$ cat config.mk
export PLATFORM = sky130hd
export DESIGN_NAME = rtc_bus_sequencer
export DESIGN_NICKNAME = d
export VERILOG_FILES = /design/src/rtl/rtc_bus_pkg.sv /design/src/rtl/rtc_phase_timer.sv /design/src/rtl/rtc_bus_sequencer.sv
export SDC_FILE = /design/constraint.sdc
export NUM_CORES = 1
export LEC_CHECK = 0
export ABC_CLOCK_PERIOD_IN_PS = 1800
export CAP_MARGIN = 20
export CORE_MARGIN = 10
export CORE_UTILIZATION = 40
export DETAILED_ROUTE_END_ITERATION = 10
export PLACE_DENSITY = 0.71
export SLEW_MARGIN = 20
export SYNTH_ARGS = -nofsm -noshare
export SYNTH_HDL_FRONTEND = slang
export SYNTH_SLANG_ARGS = --single-unit
$ cat constraint.sdc
create_clock -name clk -period 1.8 [get_ports clk]
set_input_delay 0.36 -clock clk [delete_from_list [all_inputs] [get_ports clk]]
set_output_delay 0.36 -clock clk [all_outputs]
set_load 0.01 [all_outputs]
$ cat src/rtl/rtc_bus_pkg.sv
// Shared definitions for the RTC bus sequencer: state encoding, defaults, idle strobes.
package rtc_bus_pkg;

  localparam int DW_DEFAULT      = 8;
  localparam int T_PHASE_DEFAULT = 4;

  // {CS_n, AD_n, RD_n, WR_n} with every strobe inactive
  localparam logic [3:0] STROBE_IDLE = 4'b1111;

  typedef enum logic [2:0] {
    S_IDLE        = 3'd0,
    S_ADDR_SETUP  = 3'd1,
    S_ADDR_STROBE = 3'd2,
    S_ADDR_HOLD   = 3'd3,
    S_DATA_SETUP  = 3'd4,
    S_DATA_STROBE = 3'd5,
    S_DATA_HOLD   = 3'd6,
    S_DONE        = 3'd7
  } state_t;

  function automatic int cnt_width(input int n);
    return (n <= 1) ? 1 : $clog2(n);
  endfunction

endpackage

$ cat src/rtl/rtc_phase_timer.sv
// Phase counter for the RTC bus sequencer: counts 0..T_PHASE-1 and wraps, o_tc on the last count.
module rtc_phase_timer
  import rtc_bus_pkg::*;
#(
  parameter int T_PHASE = T_PHASE_DEFAULT
) (
  input  logic clk,
  input  logic rst_n,
  input  logic i_clear,
  output logic o_tc
);

  localparam int              CW   = cnt_width(T_PHASE);
  localparam logic [CW-1:0]   LAST = CW'(T_PHASE - 1);

  logic [CW-1:0] r_count;

  assign o_tc = (r_count == LAST);

  // Wrapping on terminal count keeps the counter aligned to each new phase
  always_ff @(posedge clk or negedge rst_n) begin
    if (!rst_n) begin
      r_count <= '0;
    end else if (i_clear || o_tc) begin
      r_count <= '0;
    end else begin
      r_count <= r_count + CW'(1);
    end
  end

endmodule

$ cat src/rtl/rtc_bus_sequencer.sv
// Drives one multiplexed address/data bus cycle to the RTC chip per accepted command.
// Define RTC_BUS_SEQ_CMD_QUEUE_EN to add a one-entry pending-command queue and q_full.
module rtc_bus_sequencer
  import rtc_bus_pkg::*;
#(
  parameter int DW      = DW_DEFAULT,
  parameter int T_PHASE = T_PHASE_DEFAULT
) (
  input  logic          clk,
  input  logic          rst_n,
  input  logic          start,
  input  logic          wr_nrd,
  input  logic [DW-1:0] addr,
  input  logic [DW-1:0] wdata,
  output logic          busy,
  output logic          done,
  output logic [DW-1:0] rdata,
  input  logic [DW-1:0] rtc_bus_in,
  output logic [DW-1:0] bus_out,
  output logic          EN_SS,
  output logic          CS_n,
  output logic          AD_n,
  output logic          RD_n,
  output logic          WR_n
`ifdef RTC_BUS_SEQ_CMD_QUEUE_EN
  ,
  output logic          q_full
`endif
);

  state_t        r_state;
  state_t        w_state_nxt;
  logic          w_tc;
  logic          w_clear;
  logic          w_accept;
  logic          w_launch_q;
  logic          r_cmd_wr;
  logic [DW-1:0] r_cmd_addr;
  logic [DW-1:0] r_cmd_wdata;
  logic          w_cmd_wr_nxt;
  logic [DW-1:0] w_cmd_addr_nxt;
  logic [DW-1:0] w_cmd_wdata_nxt;
  logic [3:0]    w_strb;
  logic          w_en_ss;
  logic          w_busy;
  logic          w_done;
  logic [DW-1:0] w_bus;

  assign w_clear = (r_state == S_IDLE) || (r_state == S_DONE);

  rtc_phase_timer #(
    .T_PHASE(T_PHASE)
  ) u_timer (
    .clk     (clk),
    .rst_n   (rst_n),
    .i_clear (w_clear),
    .o_tc    (w_tc)
  );

`ifdef RTC_BUS_SEQ_CMD_QUEUE_EN
  logic          r_q_full;
  logic          r_q_wr;
  logic [DW-1:0] r_q_addr;
  logic [DW-1:0] r_q_wdata;

  // A queued command launches from DONE (back to back) or, if captured during DONE, from IDLE
  assign w_launch_q = r_q_full && ((r_state == S_IDLE) || (r_state == S_DONE));
  assign w_accept   = (r_state == S_IDLE) && start && !r_q_full;
  assign q_full     = r_q_full;

  always_ff @(posedge clk or negedge rst_n) begin
    if (!rst_n) begin
      r_q_full  <= 1'b0;
      r_q_wr    <= 1'b0;
      r_q_addr  <= '0;
      r_q_wdata <= '0;
    end else if (w_launch_q) begin
      r_q_full <= 1'b0;
    end else if (start && (r_state != S_IDLE) && !r_q_full) begin
      r_q_full  <= 1'b1;
      r_q_wr    <= wr_nrd;
      r_q_addr  <= addr;
      r_q_wdata <= wdata;
    end
  end
`else
  assign w_launch_q = 1'b0;
  assign w_accept   = (r_state == S_IDLE) && start;
`endif

  always_ff @(posedge clk or negedge rst_n) begin
    if (!rst_n) begin
      r_state <= S_IDLE;
    end else begin
      r_state <= w_state_nxt;
    end
  end

  always_comb begin
    w_state_nxt = r_state;
    unique case (r_state)
      S_IDLE:        if (w_accept || w_launch_q) w_state_nxt = S_ADDR_SETUP;
      S_ADDR_SETUP:  if (w_tc) w_state_nxt = S_ADDR_STROBE;
      S_ADDR_STROBE: if (w_tc) w_state_nxt = S_ADDR_HOLD;
      S_ADDR_HOLD:   if (w_tc) w_state_nxt = S_DATA_SETUP;
      S_DATA_SETUP:  if (w_tc) w_state_nxt = S_DATA_STROBE;
      S_DATA_STROBE: if (w_tc) w_state_nxt = S_DATA_HOLD;
      S_DATA_HOLD:   if (w_tc) w_state_nxt = S_DONE;
      S_DONE:        w_state_nxt = w_launch_q ? S_ADDR_SETUP : S_IDLE;
      default:       w_state_nxt = S_IDLE;
    endcase
  end

  always_comb begin
    w_cmd_wr_nxt    = r_cmd_wr;
    w_cmd_addr_nxt  = r_cmd_addr;
    w_cmd_wdata_nxt = r_cmd_wdata;
    if (w_accept) begin
      w_cmd_wr_nxt    = wr_nrd;
      w_cmd_addr_nxt  = addr;
      w_cmd_wdata_nxt = wdata;
    end
`ifdef RTC_BUS_SEQ_CMD_QUEUE_EN
    else if (w_launch_q) begin
      w_cmd_wr_nxt    = r_q_wr;
      w_cmd_addr_nxt  = r_q_addr;
      w_cmd_wdata_nxt = r_q_wdata;
    end
`endif
  end

  always_ff @(posedge clk or negedge rst_n) begin
    if (!rst_n) begin
      r_cmd_wr    <= 1'b0;
      r_cmd_addr  <= '0;
      r_cmd_wdata <= '0;
    end else begin
      r_cmd_wr    <= w_cmd_wr_nxt;
      r_cmd_addr  <= w_cmd_addr_nxt;
      r_cmd_wdata <= w_cmd_wdata_nxt;
    end
  end

  // Outputs decoded from the next state so every pin comes straight from a flop.
  // w_strb is {CS_n, AD_n, RD_n, WR_n}; reads release the bus for the whole data half.
  always_comb begin
    w_strb  = STROBE_IDLE;
    w_en_ss = 1'b0;
    w_bus   = '0;
    w_busy  = (w_state_nxt != S_IDLE);
    w_done  = (w_state_nxt == S_DONE);
    unique case (w_state_nxt)
      S_ADDR_SETUP: begin
        w_strb  = 4'b0011;
        w_en_ss = 1'b1;
        w_bus   = w_cmd_addr_nxt;
      end
      S_ADDR_STROBE: begin
        w_strb  = 4'b0010;
        w_en_ss = 1'b1;
        w_bus   = w_cmd_addr_nxt;
      end
      S_ADDR_HOLD: begin
        w_en_ss = 1'b1;
        w_bus   = w_cmd_addr_nxt;
      end
      S_DATA_SETUP: begin
        w_strb  = 4'b0111;
        w_en_ss = w_cmd_wr_nxt;
        w_bus   = w_cmd_wr_nxt ? w_cmd_wdata_nxt : '0;
      end
      S_DATA_STROBE: begin
        w_strb  = w_cmd_wr_nxt ? 4'b0110 : 4'b0101;
        w_en_ss = w_cmd_wr_nxt;
        w_bus   = w_cmd_wr_nxt ? w_cmd_wdata_nxt : '0;
      end
      S_DATA_HOLD: begin
        w_en_ss = w_cmd_wr_nxt;
        w_bus   = w_cmd_wr_nxt ? w_cmd_wdata_nxt : '0;
      end
      default: begin
        w_strb  = STROBE_IDLE;
      end
    endcase
  end

  always_ff @(posedge clk or negedge rst_n) begin
    if (!rst_n) begin
      {CS_n, AD_n, RD_n, WR_n} <= STROBE_IDLE;
      EN_SS   <= 1'b0;
      bus_out <= '0;
      busy    <= 1'b0;
      done    <= 1'b0;
    end else begin
      {CS_n, AD_n, RD_n, WR_n} <= w_strb;
      EN_SS   <= w_en_ss;
      bus_out <= w_bus;
      busy    <= w_busy;
      done    <= w_done;
    end
  end

  // Sample on the final strobe cycle, while RD_n is still low at the pad
  always_ff @(posedge clk or negedge rst_n) begin
    if (!rst_n) begin
      rdata <= '0;
    end else if ((r_state == S_DATA_STROBE) && w_tc && !r_cmd_wr) begin
      rdata <= rtc_bus_in;
    end
  end

endmodule

# Yosys cells after proc, flatten, opt, wreduce, memory -nomap -nowiden

Index checks and enable logic that the tools add are counted.

Muxes and demuxes: 17
Equal/unequal tests: 15
Add/subtract/negate cells: 1
Reductions and logical operators: 10

Operators by type and width:

| kind                                                | count |
|---|---|
| equality test 3 bit, second input constant          | 8 |
| 2-to-1 mux 8 bit                                    | 3 |
| case mux 3 bit (8 select lines)                     | 1 |
| 2-to-1 mux 3 bit                                    | 7 |
| case mux 4 bit (4 select lines)                     | 1 |
| case mux 8 bit (2 select lines)                     | 1 |
| equality test 3 x 2 -> 1 bit, second input constant | 4 |
| equality test 3 x 1 -> 1 bit, second input constant | 2 |
| OR reduction 3 bit                                  | 2 |
| 2-to-1 mux 2 bit                                    | 2 |
| logical AND 1 bit                                   | 3 |
| zero test 3 bit                                     | 1 |
| nonzero test 3 bit                                  | 1 |
| adder 2 x 1 -> 2 bit, second input constant         | 1 |
| equality test 2 bit, second input constant          | 1 |
| logical OR 1 bit                                    | 2 |
| case mux 1 bit (2 select lines)                     | 1 |
| zero test 1 bit                                     | 1 |
| 2-to-1 mux 1 bit                                    | 1 |

Output and inout port bits: 23
Word-level logic and storage cells: 57
Bits of input ports: 28
Register bits after elaboration: 45

# Longest topological paths before layout

Depth in word-level cells: 7
Mapped depth: 7

# Hierarchy

Synthesis repeated with hierarchy kept, for this count alone.

Cell total of the unflattened synthesis: 141
Area total of the unflattened synthesis: 1,923.1 sq um

By module, submodules not included:

| module            | area each (sq um) | cells each | instances |
|---|---|---|---|
| rtc_bus_sequencer | 1,838.0           | 136        | 1 |
| rtc_phase_timer   | 85.1              | 5          | 1 |

# Worst setup path before layout

OpenSTA, ideal clock, no wires.

Path kind: reg-to-reg
Start point: register r_state[0]
End point: register bus_out[7]
Clock period less this slack: 1.887 ns
Cell stages (with the launch flop): 7
Setup slack: -0.087 ns
Data required time: 1.681 ns
Buffers on the path: 2
Data arrival time: 1.768 ns
Cell sequence: dfrtp_1 -> buf_2 -> nor4b_4 -> buf_6 -> mux2i_2 -> nor2_4 -> a21bo_1

Longest elaborated chain between the ends: 7
Elaborated cells between the ends (all ways): 30
Those cells by class: eq/ne (13); mux (13); reduce/logical (4)

Ends and longest elaborated chain:

| element                                           | line                                              | source |
|---|---|---|
| start, declared                                   | rtc_bus_sequencer.sv:31                           | `state_t r_state;` |
| start signal, assigned                            | rtc_bus_sequencer.sv:95                           | `r_state <= w_state_nxt;` |
| zero test 3 bit                                   | rtc_bus_sequencer.sv:88, rtc_bus_sequencer.sv:101 |  |
| logical AND 1 bit                                 | rtc_bus_sequencer.sv:88                           | `assign w_accept = (r_state == S_IDLE) && start;` |
| 2-to-1 mux 3 bit                                  | rtc_bus_sequencer.sv:102                          | `S_IDLE: if (w_accept \|\| w_launch_q) w_state_nxt = S_ADDR_SETUP;` |
| case mux 3 bit (8 select lines)                   | rtc_bus_sequencer.sv:101                          | `unique case (r_state)` |
| equality test 3 bit, or another cell as far along | rtc_bus_sequencer.sv:152                          | `unique case (w_state_nxt)` |
| OR reduction 3 bit (no line)                      | --                                                |  |
| case mux 8 bit (2 select lines) (*)               | rtc_bus_sequencer.sv:152                          |  |
| via w_bus[7]                                      | rtc_bus_sequencer.sv:47                           | `logic [DW-1:0] w_bus;` |
| end signal, assigned                              | rtc_bus_sequencer.sv:197                          | `bus_out <= w_bus;` |
| end, declared                                     | rtc_bus_sequencer.sv:19                           | `output logic [DW-1:0] bus_out,` |

The timed path passes the listed nets; every way through them passes the cells marked *.
A chain may end at the register's enable or synchronous reset.

# Final worst setup path

Start point: input port start
End point: register bus_out[7]

Elaborated cells between the ends (all ways): 16
Those cells by class: eq/ne (6); mux (7); reduce/logical (3)

RTL lines:

| element                         | line                     | source |
|---|---|---|
| start, declared                 | rtc_bus_sequencer.sv:11  | `input logic start,` |
| logical AND 1 bit               | rtc_bus_sequencer.sv:88  |  |
| 2-to-1 mux 8 bit                | rtc_bus_sequencer.sv:118 | `if (w_accept) begin` |
| via w_cmd_addr_nxt[7]           | rtc_bus_sequencer.sv:41  | `logic [DW-1:0] w_cmd_addr_nxt;` |
| case mux 8 bit (2 select lines) | rtc_bus_sequencer.sv:152 |  |
| via w_bus[7]                    | rtc_bus_sequencer.sv:47  |  |

The timed path passes the listed nets, and every way through them passes these cells.

==> results.md <==
- Setup Skew: roughly 7 ps
- WP data required: ~2000 ps
- Clk_lat worst skew: slightly below 300 ps
- Vias in the first global route: between 1000 and 1500
- Initial Util: between 40% and 50%
- Flop and latch count out of synthesis: 45
- Layout cells sized above 1: 26.0%
- FP Rows: 25
- Setup CP Type: in2reg
- DRT Pass-1 Iters: 4
- Maxcap violations: 0
- Period Utilization, post-route: a little over nine tenths
- Power per cell area: about 1600 mW/mm2
- RSZ-0062 raised after global routing: true
- Fin nets: ~230
- Synth Instances: 141
- CP delay by family, top: buffers and inverters
- CTS max path bufs: 2
- Input/output buffers: 50
- Sequential fraction of the synthesis area: between 50% and 60%
- Placed insts: 246
- Critical path depth in cells: 6
- Total number of vias: about 1200
- DIE HEIGHT: ~89 um
- Non-filler cells, final: approximately 250
- Critical path endpoint category: register
- Tmin final: ~1700 ps
- Arrival time worst endpoint: just under 2000 ps
- Chip width: between 80 and 90 um
- Aggregate global routing overflow: 0
- Cts repair resizes: 0
- Hold-fix buffers at CTS: 0
- Area Growth Syn to Fin: 36.6%
- Critical path buffer and inverter count: 2
- Critical path, cell by cell: clkdlybuf4s50_1 -> nor4b_4 -> buf_12 -> mux2_2 -> nand2b_1 -> a21bo_1
- Gr usage total: between 10% and 20%
- Commonest non-fill, non-tap cell in the layout: clkdlybuf4s50_1
- Post-synthesis cell area: 0.00191 mm2
- Initial antenna violation count: 0
- CP max-delay cell: clkdlybuf4s50_1
- Largest stage delay, worst path: ~490 ps
- Max-slew violation count: 0
- Achievable Freq: 0.574 GHz
- Per-cell routed wire length: approximately 16 um
- Worst slew margin: 62.7%
- DRT antenna net count: 0
- Final wirelength: between 4 and 5 mm
- TritonCTS Sinks: 45
- LEAKAGE: between 0.001 and 0.0015 uW
- Drt via density: roughly 4.9
- Commonest non-fill, non-tap cells in the layout: 49 x clkdlybuf4s50_1, 41 x dfrtp_1, 23 x mux2_2
- Die area: between 0.007 and 0.008 mm2
- Type of the most critical hold path: in2async
- Unique masters post-synth: 35
- Inserted Clock Buffers: 5
- Startpoint Class: primary input
- Syn nets: 170
- Status: completed
- Global-route wire length before repair: between 6 and 7 mm
- Utilization after layout: 55.7%
- CTS tree: yes
- Yosys warns: 0
- IO Count: between 50 and 60
- VDD IR max: slightly below 0.8 mV
- Routability cong.: between 0.7 and 0.8
- Syn Area/Cell: roughly 14 um2
- Starting DRT DRC Count: a little over 70
- Reg2Reg Depth: 5
- Worst-path clk slew: around 90 ps
- Worst-Margin Slew: between 500 and 600 ps
- Largest net degree at the start of global routing: 46
- HPWL after DPL: 2.90 mm
- CTS H-Tree Depth: 2
- Crit path max fanout: 17
- CORE AREA: between 0.004 and 0.005 mm2
- Root buffer cell: clkbuf_8
- N_diodes: 0
- Setup Buffers After CTS: 0
- Number of remaining DRC errors: 0
- Setup-failing EPs final: 0
- Fin. Hold Viols: 0
## flip-flops by register name (all words and copies together) (netlist names)
register,count
r_cmd_wr,1
RD_n,1
EN_SS,1
u_timer.r_count,2
CS_n,1
r_cmd_addr,8
rdata,8
r_cmd_wdata,8
done,1
AD_n,1
WR_n,1
bus_out,8
busy,1
r_state,3
## report_power, final
part | switching, uW | internal (uW) | leakage [uW]
clock | 349 | 276 | 0.0000445
sequential | 165 | 1480 | 0.000546
combinational | 829 | 1090 | 0.000574
total | 1340 | 2840 | 0.00116
## cells in the mapped netlist (all sizes together)
master,count,area (um2)
a21bo,8,80.1
a21oi,6,30.0
a311o,1,10.0
and3,1,6.26
and3b,1,8.76
and4b,1,10.0
buf,4,32.5
clkbuf,5,20.0
dfrtp,41,1030
dfstp,4,105
ha,1,12.5
inv,4,15.0
mux2,24,270
mux2i,2,23.8
nand2,3,11.3
nand2b,9,56.3
nand3,1,5.00
nand4b,2,17.5
nor2,3,18.8
nor2b,1,6.26
nor3,3,15.0
nor3b,2,15.0
nor4,1,6.26
nor4b,3,47.5
o21ai,5,25.0
o21bai,1,7.51
or2,1,6.26
or3,1,6.26
xor2,2,17.5
## routing by layer
layer / share of wire, % / GRT usage (%) / vias to the layer above
met5: 0 / 0 / -
li1: - / - / 604
met3: 5.9 / 2.73 / 2
met2: 54 / 18.2 / 32
met4: 0.95 / 4.62 / 0
met1: 39 / 11.4 / 610
## worst paths after layout
path,endpoint,startpoint,slack (ps)
hold / removal,bus_out[3],rst_n,140
hold reg to reg,u_timer.r_count[0],u_timer.r_count[0],460
max in group asynchronous,RD_n,rst_n,1280
min in group clk,u_timer.r_count[0],u_timer.r_count[0],460
setup reg to reg,bus_out[7],r_state[0],110
setup / recovery,bus_out[7],start,60
## metrics by stage
stage / hold slack (ps) / setup TNS (ps) / setup slack (ps) / area, um2 / total power, uW
6_report: 138 / 0 / 58.3 / 2610 / 4190
5_1_grt: 181 / -27.8 / -11.2 / 2610 / 4500
4_1_cts: 146 / 0 / 57.1 / 2610 / 4250
3_5_place_dp: 454 / -2380 / -265 / 2520 / 3620
3_3_place_gp: 426 / -2040 / -230 / 2520 / 3530
2_1_floorplan: 64.4 / -167 / -37.6 / 1930 / 2870
## area by class of cell
class	instances	area, um2
sequential	45	1130
tap	54	67.6
clock inverter	3	21.3
clock buffer	5	68.8
timing repair buffer	60	583
inverter	4	15.0
fill	380	2080
multi-input combinational	83	726
## cells by family (layout without fill, tap and decap cells)
kind of cell | Yosys count | in the layout | share of synthesized area [%]
xor+xnor | 2 | 2 | 0.916
compound gates | 21 | 21 | 7.98
fa+ha+maj | 1 | 1 | 0.654
buf+inv | 13 | 72 | 3.53
simple gates | 33 | 33 | 12.4
mux | 26 | 26 | 15.4
flops | 45 | 45 | 59.2
(Power assumes the default switching activity.)
